### src/rtl/hub75_scan_ctrl.sv
`default_nettype none
// ============================================================================
// Module      : hub75_scan_ctrl
// Description : HUB75 row/bitplane scan sequencer. Issues shift requests to
//               the colour shifter and drives panel OE and row select. Also
//               applies binary-coded modulation with global brightness scaling
//               and configurable blanking, and swaps frame buffers at frame
//               boundaries.
//               Optional macro HUB75_SCAN_OVERLAP_EN: shift the next plane
//               while the current one is displayed.
// Revision    : 1.0 - initial release
// ============================================================================
module hub75_scan_ctrl #(
  parameter int hpixel_p     = 64,
  parameter int vpixel_p     = 64,
  parameter int bpp_p        = 8,
  parameter int segments_p   = 2,
  parameter int wait_width_p = 16
) (
  input  logic                                   clk,
  input  logic                                   rst_n,
  input  logic                                   i_enable,
  input  logic [wait_width_p-1:0]                i_base_wait,
  input  logic [wait_width_p-1:0]                i_blank_interval,
  input  logic [7:0]                             i_brightness,
  output logic                                   o_tx_start,
  input  logic                                   i_tx_ready,
  output logic [$clog2(hpixel_p*vpixel_p)-1:0]   o_init_addr,
  output logic [$clog2(bpp_p)-1:0]               o_pix_bit,
  output logic                                   o_oe_n,
  output logic [$clog2(vpixel_p/segments_p)-1:0] o_row_sel,
  input  logic                                   i_swap_req,
  output logic                                   o_swap_ack,
  output logic                                   o_buf_sel,
  output logic                                   o_frame_done
);

  localparam int ROWS_P = vpixel_p / segments_p;
  localparam int ADDR_W = $clog2(hpixel_p * vpixel_p);
  localparam int BIT_W  = $clog2(bpp_p);
  localparam int ROW_W  = $clog2(ROWS_P);
  // Wide enough for (base << (bpp-1)) * 256 without any truncation.
  localparam int FULL_W = wait_width_p + bpp_p + 9;
  localparam logic [BIT_W-1:0] LAST_BIT = BIT_W'(bpp_p - 1);
  localparam logic [ROW_W-1:0] LAST_ROW = ROW_W'(ROWS_P - 1);

`ifdef HUB75_SCAN_OVERLAP_EN
  localparam bit OVERLAP = 1'b1;
`else
  localparam bit OVERLAP = 1'b0;
`endif

  typedef enum logic [2:0] {
    IDLE       = 3'd0,
    SHIFT      = 3'd1,
    SHIFT_WAIT = 3'd2,
    BLANK      = 3'd3,
    DISPLAY    = 3'd4,
    ADVANCE    = 3'd5
  } state_t;

  state_t              state_q, state_d;
  logic [ROW_W-1:0]    row_q, row_d;
  logic [BIT_W-1:0]    bit_q, bit_d;
  logic [ROW_W-1:0]    shift_row_q, shift_row_d;
  logic [FULL_W-1:0]   cnt_q, cnt_d;
  logic                guard_q, guard_d;
  logic [ADDR_W-1:0]   addr_q, addr_d;
  logic [BIT_W-1:0]    pix_bit_q, pix_bit_d;
  logic [ROW_W-1:0]    row_sel_q, row_sel_d;
  logic                tx_start_q, tx_start_d;
  logic                oe_n_q, oe_n_d;
  logic                swap_ack_q, swap_ack_d;
  logic                buf_sel_q, buf_sel_d;
  logic                frame_done_q, frame_done_d;

  logic                bit_wrap_w;
  logic                frame_end_w;
  logic [BIT_W-1:0]    next_bit_w;
  logic [ROW_W-1:0]    next_row_w;
  logic [ADDR_W-1:0]   cur_addr_w;
  logic [ADDR_W-1:0]   next_addr_w;
  logic [FULL_W-1:0]   shifted_w;
  logic [FULL_W-1:0]   scale_w;
  logic [FULL_W-1:0]   prod_w;
  logic [FULL_W-1:0]   on_time_w;

  // Plane/row successor and the addresses handed to the shifter.
  always_comb begin
    bit_wrap_w  = (bit_q == LAST_BIT);
    frame_end_w = bit_wrap_w && (row_q == LAST_ROW);
    next_bit_w  = bit_wrap_w ? '0 : bit_q + BIT_W'(1);
    next_row_w  = row_q;
    if (bit_wrap_w) begin
      next_row_w = (row_q == LAST_ROW) ? '0 : row_q + ROW_W'(1);
    end
    cur_addr_w  = ADDR_W'(int'(row_q) * hpixel_p);
    next_addr_w = ADDR_W'(int'(next_row_w) * hpixel_p);
  end

  // Binary-weighted on-time of the current plane, scaled by brightness/256.
  always_comb begin
    shifted_w = FULL_W'(i_base_wait) << bit_q;
    scale_w   = FULL_W'(i_brightness) + FULL_W'(1);
    prod_w    = shifted_w * scale_w;
    on_time_w = prod_w >> 8;
  end

  // Scan sequencer next-state and registered-output logic.
  always_comb begin
    state_d      = state_q;
    row_d        = row_q;
    bit_d        = bit_q;
    shift_row_d  = shift_row_q;
    cnt_d        = cnt_q;
    addr_d       = addr_q;
    pix_bit_d    = pix_bit_q;
    row_sel_d    = row_sel_q;
    buf_sel_d    = buf_sel_q;
    tx_start_d   = 1'b0;
    swap_ack_d   = 1'b0;
    frame_done_d = 1'b0;

    case (state_q)
      IDLE: begin
        if (i_enable) state_d = SHIFT;
      end

      SHIFT: begin
        if (!i_enable) begin
          state_d = IDLE;
        end else if (i_tx_ready) begin
          tx_start_d  = 1'b1;
          addr_d      = cur_addr_w;
          pix_bit_d   = bit_q;
          shift_row_d = row_q;
          state_d     = SHIFT_WAIT;
        end
      end

      // The first cycle is skipped: the shifter has not seen the start yet
      // and its ready is still the stale idle level.
      SHIFT_WAIT: begin
        if (!guard_q && i_tx_ready) begin
          if (i_enable) begin
            state_d   = BLANK;
            cnt_d     = FULL_W'(i_blank_interval);
            row_sel_d = shift_row_q;
          end else begin
            state_d = IDLE;
          end
        end
      end

      BLANK: begin
        if (!i_enable) begin
          state_d = IDLE;
        end else if (cnt_q <= FULL_W'(1)) begin
          state_d = DISPLAY;
          cnt_d   = on_time_w;
          if (OVERLAP) begin
            tx_start_d  = 1'b1;
            addr_d      = next_addr_w;
            pix_bit_d   = next_bit_w;
            shift_row_d = next_row_w;
          end
        end else begin
          cnt_d = cnt_q - FULL_W'(1);
        end
      end

      // With overlap a transfer is in flight here, so drain it first.
      DISPLAY: begin
        if (!i_enable) begin
          state_d = OVERLAP ? SHIFT_WAIT : IDLE;
        end else if (cnt_q <= FULL_W'(1)) begin
          state_d = ADVANCE;
        end else begin
          cnt_d = cnt_q - FULL_W'(1);
        end
      end

      ADVANCE: begin
        if (!i_enable) begin
          state_d = OVERLAP ? SHIFT_WAIT : IDLE;
        end else begin
          bit_d = next_bit_w;
          row_d = next_row_w;
          if (frame_end_w) begin
            frame_done_d = 1'b1;
            if (i_swap_req) begin
              swap_ack_d = 1'b1;
              buf_sel_d  = ~buf_sel_q;
            end
          end
          state_d = OVERLAP ? SHIFT_WAIT : SHIFT;
        end
      end

      default: begin
        state_d = IDLE;
      end
    endcase

    // IDLE is only reached through enable loss: restart the scan at plane 0.
    if (state_d == IDLE) begin
      row_d     = '0;
      bit_d     = '0;
      row_sel_d = '0;
    end

    guard_d = (state_d == SHIFT_WAIT) && (state_q != SHIFT_WAIT);
    oe_n_d  = !((state_d == DISPLAY) && (cnt_d != '0));
  end

  // State and output registers; reset blanks the panel immediately.
  always_ff @(posedge clk or negedge rst_n) begin
    if (!rst_n) begin
      state_q      <= IDLE;
      row_q        <= '0;
      bit_q        <= '0;
      shift_row_q  <= '0;
      cnt_q        <= '0;
      guard_q      <= 1'b0;
      addr_q       <= '0;
      pix_bit_q    <= '0;
      row_sel_q    <= '0;
      tx_start_q   <= 1'b0;
      oe_n_q       <= 1'b1;
      swap_ack_q   <= 1'b0;
      buf_sel_q    <= 1'b0;
      frame_done_q <= 1'b0;
    end else begin
      state_q      <= state_d;
      row_q        <= row_d;
      bit_q        <= bit_d;
      shift_row_q  <= shift_row_d;
      cnt_q        <= cnt_d;
      guard_q      <= guard_d;
      addr_q       <= addr_d;
      pix_bit_q    <= pix_bit_d;
      row_sel_q    <= row_sel_d;
      tx_start_q   <= tx_start_d;
      oe_n_q       <= oe_n_d;
      swap_ack_q   <= swap_ack_d;
      buf_sel_q    <= buf_sel_d;
      frame_done_q <= frame_done_d;
    end
  end

  assign o_tx_start   = tx_start_q;
  assign o_init_addr  = addr_q;
  assign o_pix_bit    = pix_bit_q;
  assign o_oe_n       = oe_n_q;
  assign o_row_sel    = row_sel_q;
  assign o_swap_ack   = swap_ack_q;
  assign o_buf_sel    = buf_sel_q;
  assign o_frame_done = frame_done_q;

endmodule
`default_nettype wire
### config.mk
export PLATFORM = sky130hd
export DESIGN_NAME = hub75_scan_ctrl
export DESIGN_NICKNAME = d
export VERILOG_FILES = /design/src/rtl/hub75_scan_ctrl.sv
export SDC_FILE = /design/constraint.sdc
export NUM_CORES = 1
export LEC_CHECK = 0
export ABC_AREA = 1
export CAP_MARGIN = 20
export CORE_MARGIN = 1.5
export CORE_UTILIZATION = 40
export CTS_BUF_LIST = sky130_fd_sc_hd__clkbuf_8
export CTS_CLUSTER_SIZE = 12
export DETAILED_ROUTE_END_ITERATION = 10
export MAX_ROUTING_LAYER = met4
export PLACE_DENSITY = 0.67
export SLEW_MARGIN = 20
export SYNTH_ARGS = -nofsm -noshare
export SYNTH_HDL_FRONTEND = slang
export SYNTH_SLANG_ARGS = --single-unit
### constraint.sdc
create_clock -name clk -period 5.9 [get_ports clk]
set_input_delay 0.885 -clock clk [delete_from_list [all_inputs] [get_ports clk]]
set_output_delay 0.885 -clock clk [all_outputs]
set_load 0.005 [all_outputs]
==> impl_metrics.ini <==
[status]
status = finished, violations left
failed_checks = setup timing

[timing]
setup_violations = 2
whs_ns = 0.486
max_freq_mhz = 168
rsz0062_at_grt = true
final_hold_viol_count = 0
finalCritPeriodShare_pct = 101
finalClockSkew_ns = 0.0180
tightestPinTransition_ns = 0.860
finalCriticalPeriod_ns = 5.96
finalWorstSetupSlack_ns = -0.0641
relSlewSlack_pct = 42.6
drv_slew = 0

[cts]
clock-sinks = 63
clockBufferDepth = 2
ctsRootBufferMaster = clkbuf_8
cts_buffers = 9
cts_tree = done
clk_pin_slew_ns = 0.07
clkLatencyLatePin_ns = 0.38
ctsHtreeMaxLevel = 3

[cells_and_area]
drive_above_1_share_pct = 29.1
syn2layout_area_growth_pct = 39.4
layout_commonest_cell = nand2_1
fin_nets = 2508
final_cell_mix = nand2_1 (460), inv_1 (304), buf_4 (256), nor2_1 (249), fa_1 (139)

[logic_synthesis]
synth_area_um2 = 12400
synth_cells = 1932
synth_area_leaders = fa_1 (24%), nand2_1 (16%), dfrtp_1 (13%)
synth_top_cell_by_area = fa_1
synth_edf_count = 0
yosysSeqAreaShare_pct = 12.8
avgSynthCellArea_um2 = 6.40
ys_types = 50
yosysWarnings = 0
ys.flop_type = dfrtp_1
synth_top_area_share_pct = 23.8
async_flop_share_pct = 100
ys_ff_latch = 63

[critical_path]
cp-start-kind = primary input
worstSetupPathType = primary input to flop
arrival_ns = 6.27
worstPathRequired_ns = 6.21
critPathMaxFanout = 5
critPathTopFamily = adder cells
worst_path_most_repeated_cell = nand2_1
critical_path_buf_inv_count = 8
cp_slowest_stage_delay_ns = 0.54
endpoint_kind = flop
crit_path_top_delay_cell = fa_1

[grt]
met2_usage_pct = 45.7
grt_pass1_vias = 13655
grtUsageMet3_pct = 3.52
grt_pass1_wl_mm = 67.7
grt_usage_pct = 27.8
top_usage_layer = met2
grt_start_max_net_pins = 64
antenna_found_initial = 1
globalRouteMet1Util_pct = 36.1
grt_overflow = 0

[drt]
num_vias = 13642
drtPass1Iterations = 7
first_iter_violations = 1152
wl_per_cell_um = 15.8
remaining_drc_errors = 0
viasPerCell = 5.13
drt_wl_total_mm = 42.0
ant_nets = 0

[floorplan]
ios = 70
fp.dieW_um = 179
die_height_um = 179
start_util_pct = 40.5
core_area_um2 = 30500
die-area_um2 = 32000
placementRows = 64

[placed_design]
gp_congestion = 0.974
hpwlAfterDp_mm = 32.4
post-place-ws_ns = -1.08
io_buffer_count = 62

[power_and_ir_drop]
ir_drop_uv = 394
leakagePower_nw = 8.95
powerDensity_nw_per_um2 = 405

[worst_hold_path]
min_path_type = flop to flop

[job]
cap_violations = 0
==> repair_timing <==
item,in CTS,in global routing
setup endpoints to repair,18,12
buffers inserted,58,19
pin swaps,190,115
hold buffers,0,0
cloned,2,0
resized for setup,353,130
==> layout make-up <==
cell class	instances	area (µm²)
tap	396	495
clock buffer	10	138
timing repair buffer	364	3140
antenna	2	5.00
sequential	63	1580
multi-input combinational	1452	10400
clock inverter	6	52.6
fill	2773	13300
inverter	367	1400
==> final timing paths <==
kind / depth (start not counted) / startpoint / end / slack (ns)
max in group asynchronous: 2 / rst_n / o_row_sel[4] / 4.62
max reg2reg: 37 / bit_q[0] / cnt_q[15] / 0.04
max: 35 / i_base_wait[7] / o_oe_n / -0.06
min: 1 / o_buf_sel / o_buf_sel / 0.49
min reg2reg: 1 / o_buf_sel / o_buf_sel / 0.49
min in group asynchronous: 2 / rst_n / cnt_q[8] / 0.68
==> layer usage <==
| layer | vias up | wire length (µm) |
|---|---|---|
| met3 | 79 | 2990 |
| li1 | 6524 | - |
| met1 | 6558 | 17900 |
| met5 | - | 0 |
| met4 | 0 | 992 |
| met2 | 481 | 20100 |
==> logic make-up after synthesis <==
kind of cell,count (synthesis),synth area share (%)
DFF,63,12.8
muxes,1,0.0810
other,1,0.0303
and+or+nand+nor,1011,33.1
xor gates and xnor gates,21,1.49
buffers and inverters,423,13.5
AOI/OAI and AO/OA,206,9.21
adders and majority gates,206,29.8
==> report_power, final <==
part | switching [W] | total (W) | leakage, nW | internal, W
clock network | 0.000190 | 0.000391 | 0.108 | 0.000202
registers | 0.000168 | 0.000713 | 0.826 | 0.000545
logic | 0.00322 | 0.00587 | 8.02 | 0.00265
==> cells in the mapped netlist (all sizes together), types with 5 or more instances <==
library cell    n
a21o            5
a21oi          64
or2             7
ha             59
nand4          13
clkbuf         37
nand2         538
inv           366
buf            19
o21bai          5
nor3           14
fa            147
dfrtp          62
nor2          316
o21ai         105
xor2           19
nand3         115
==> state kept, by name, summed over array words and instances (netlist names), 3 cells and up <==
name / cells
shift_row_q: 5
row_q: 5
cnt_q: 33
o_row_sel: 5
o_pix_bit: 3
state_q: 3
bit_q: 3
==> metrics by stage <==
stage | cell area [µm²] | util, % | power [W] | TNS [ns] | instances
after global routing | 17200 | 56.5 | 0.00749 | -0.637 | 2659
after global placement | 15000 | 49.2 | 0.00456 | -11.10 | 2569
final | 17200 | 56.5 | 0.00697 | -0.0717 | 2660
after detailed placement | 15000 | 49.2 | 0.00459 | -11.89 | 2569
after floorplan | 12400 | - | 0.00296 | 0 | 1938
after CTS | 16700 | 54.9 | 0.00652 | 0 | 2642
No activity file was read; power rests on OpenSTA's default activity.
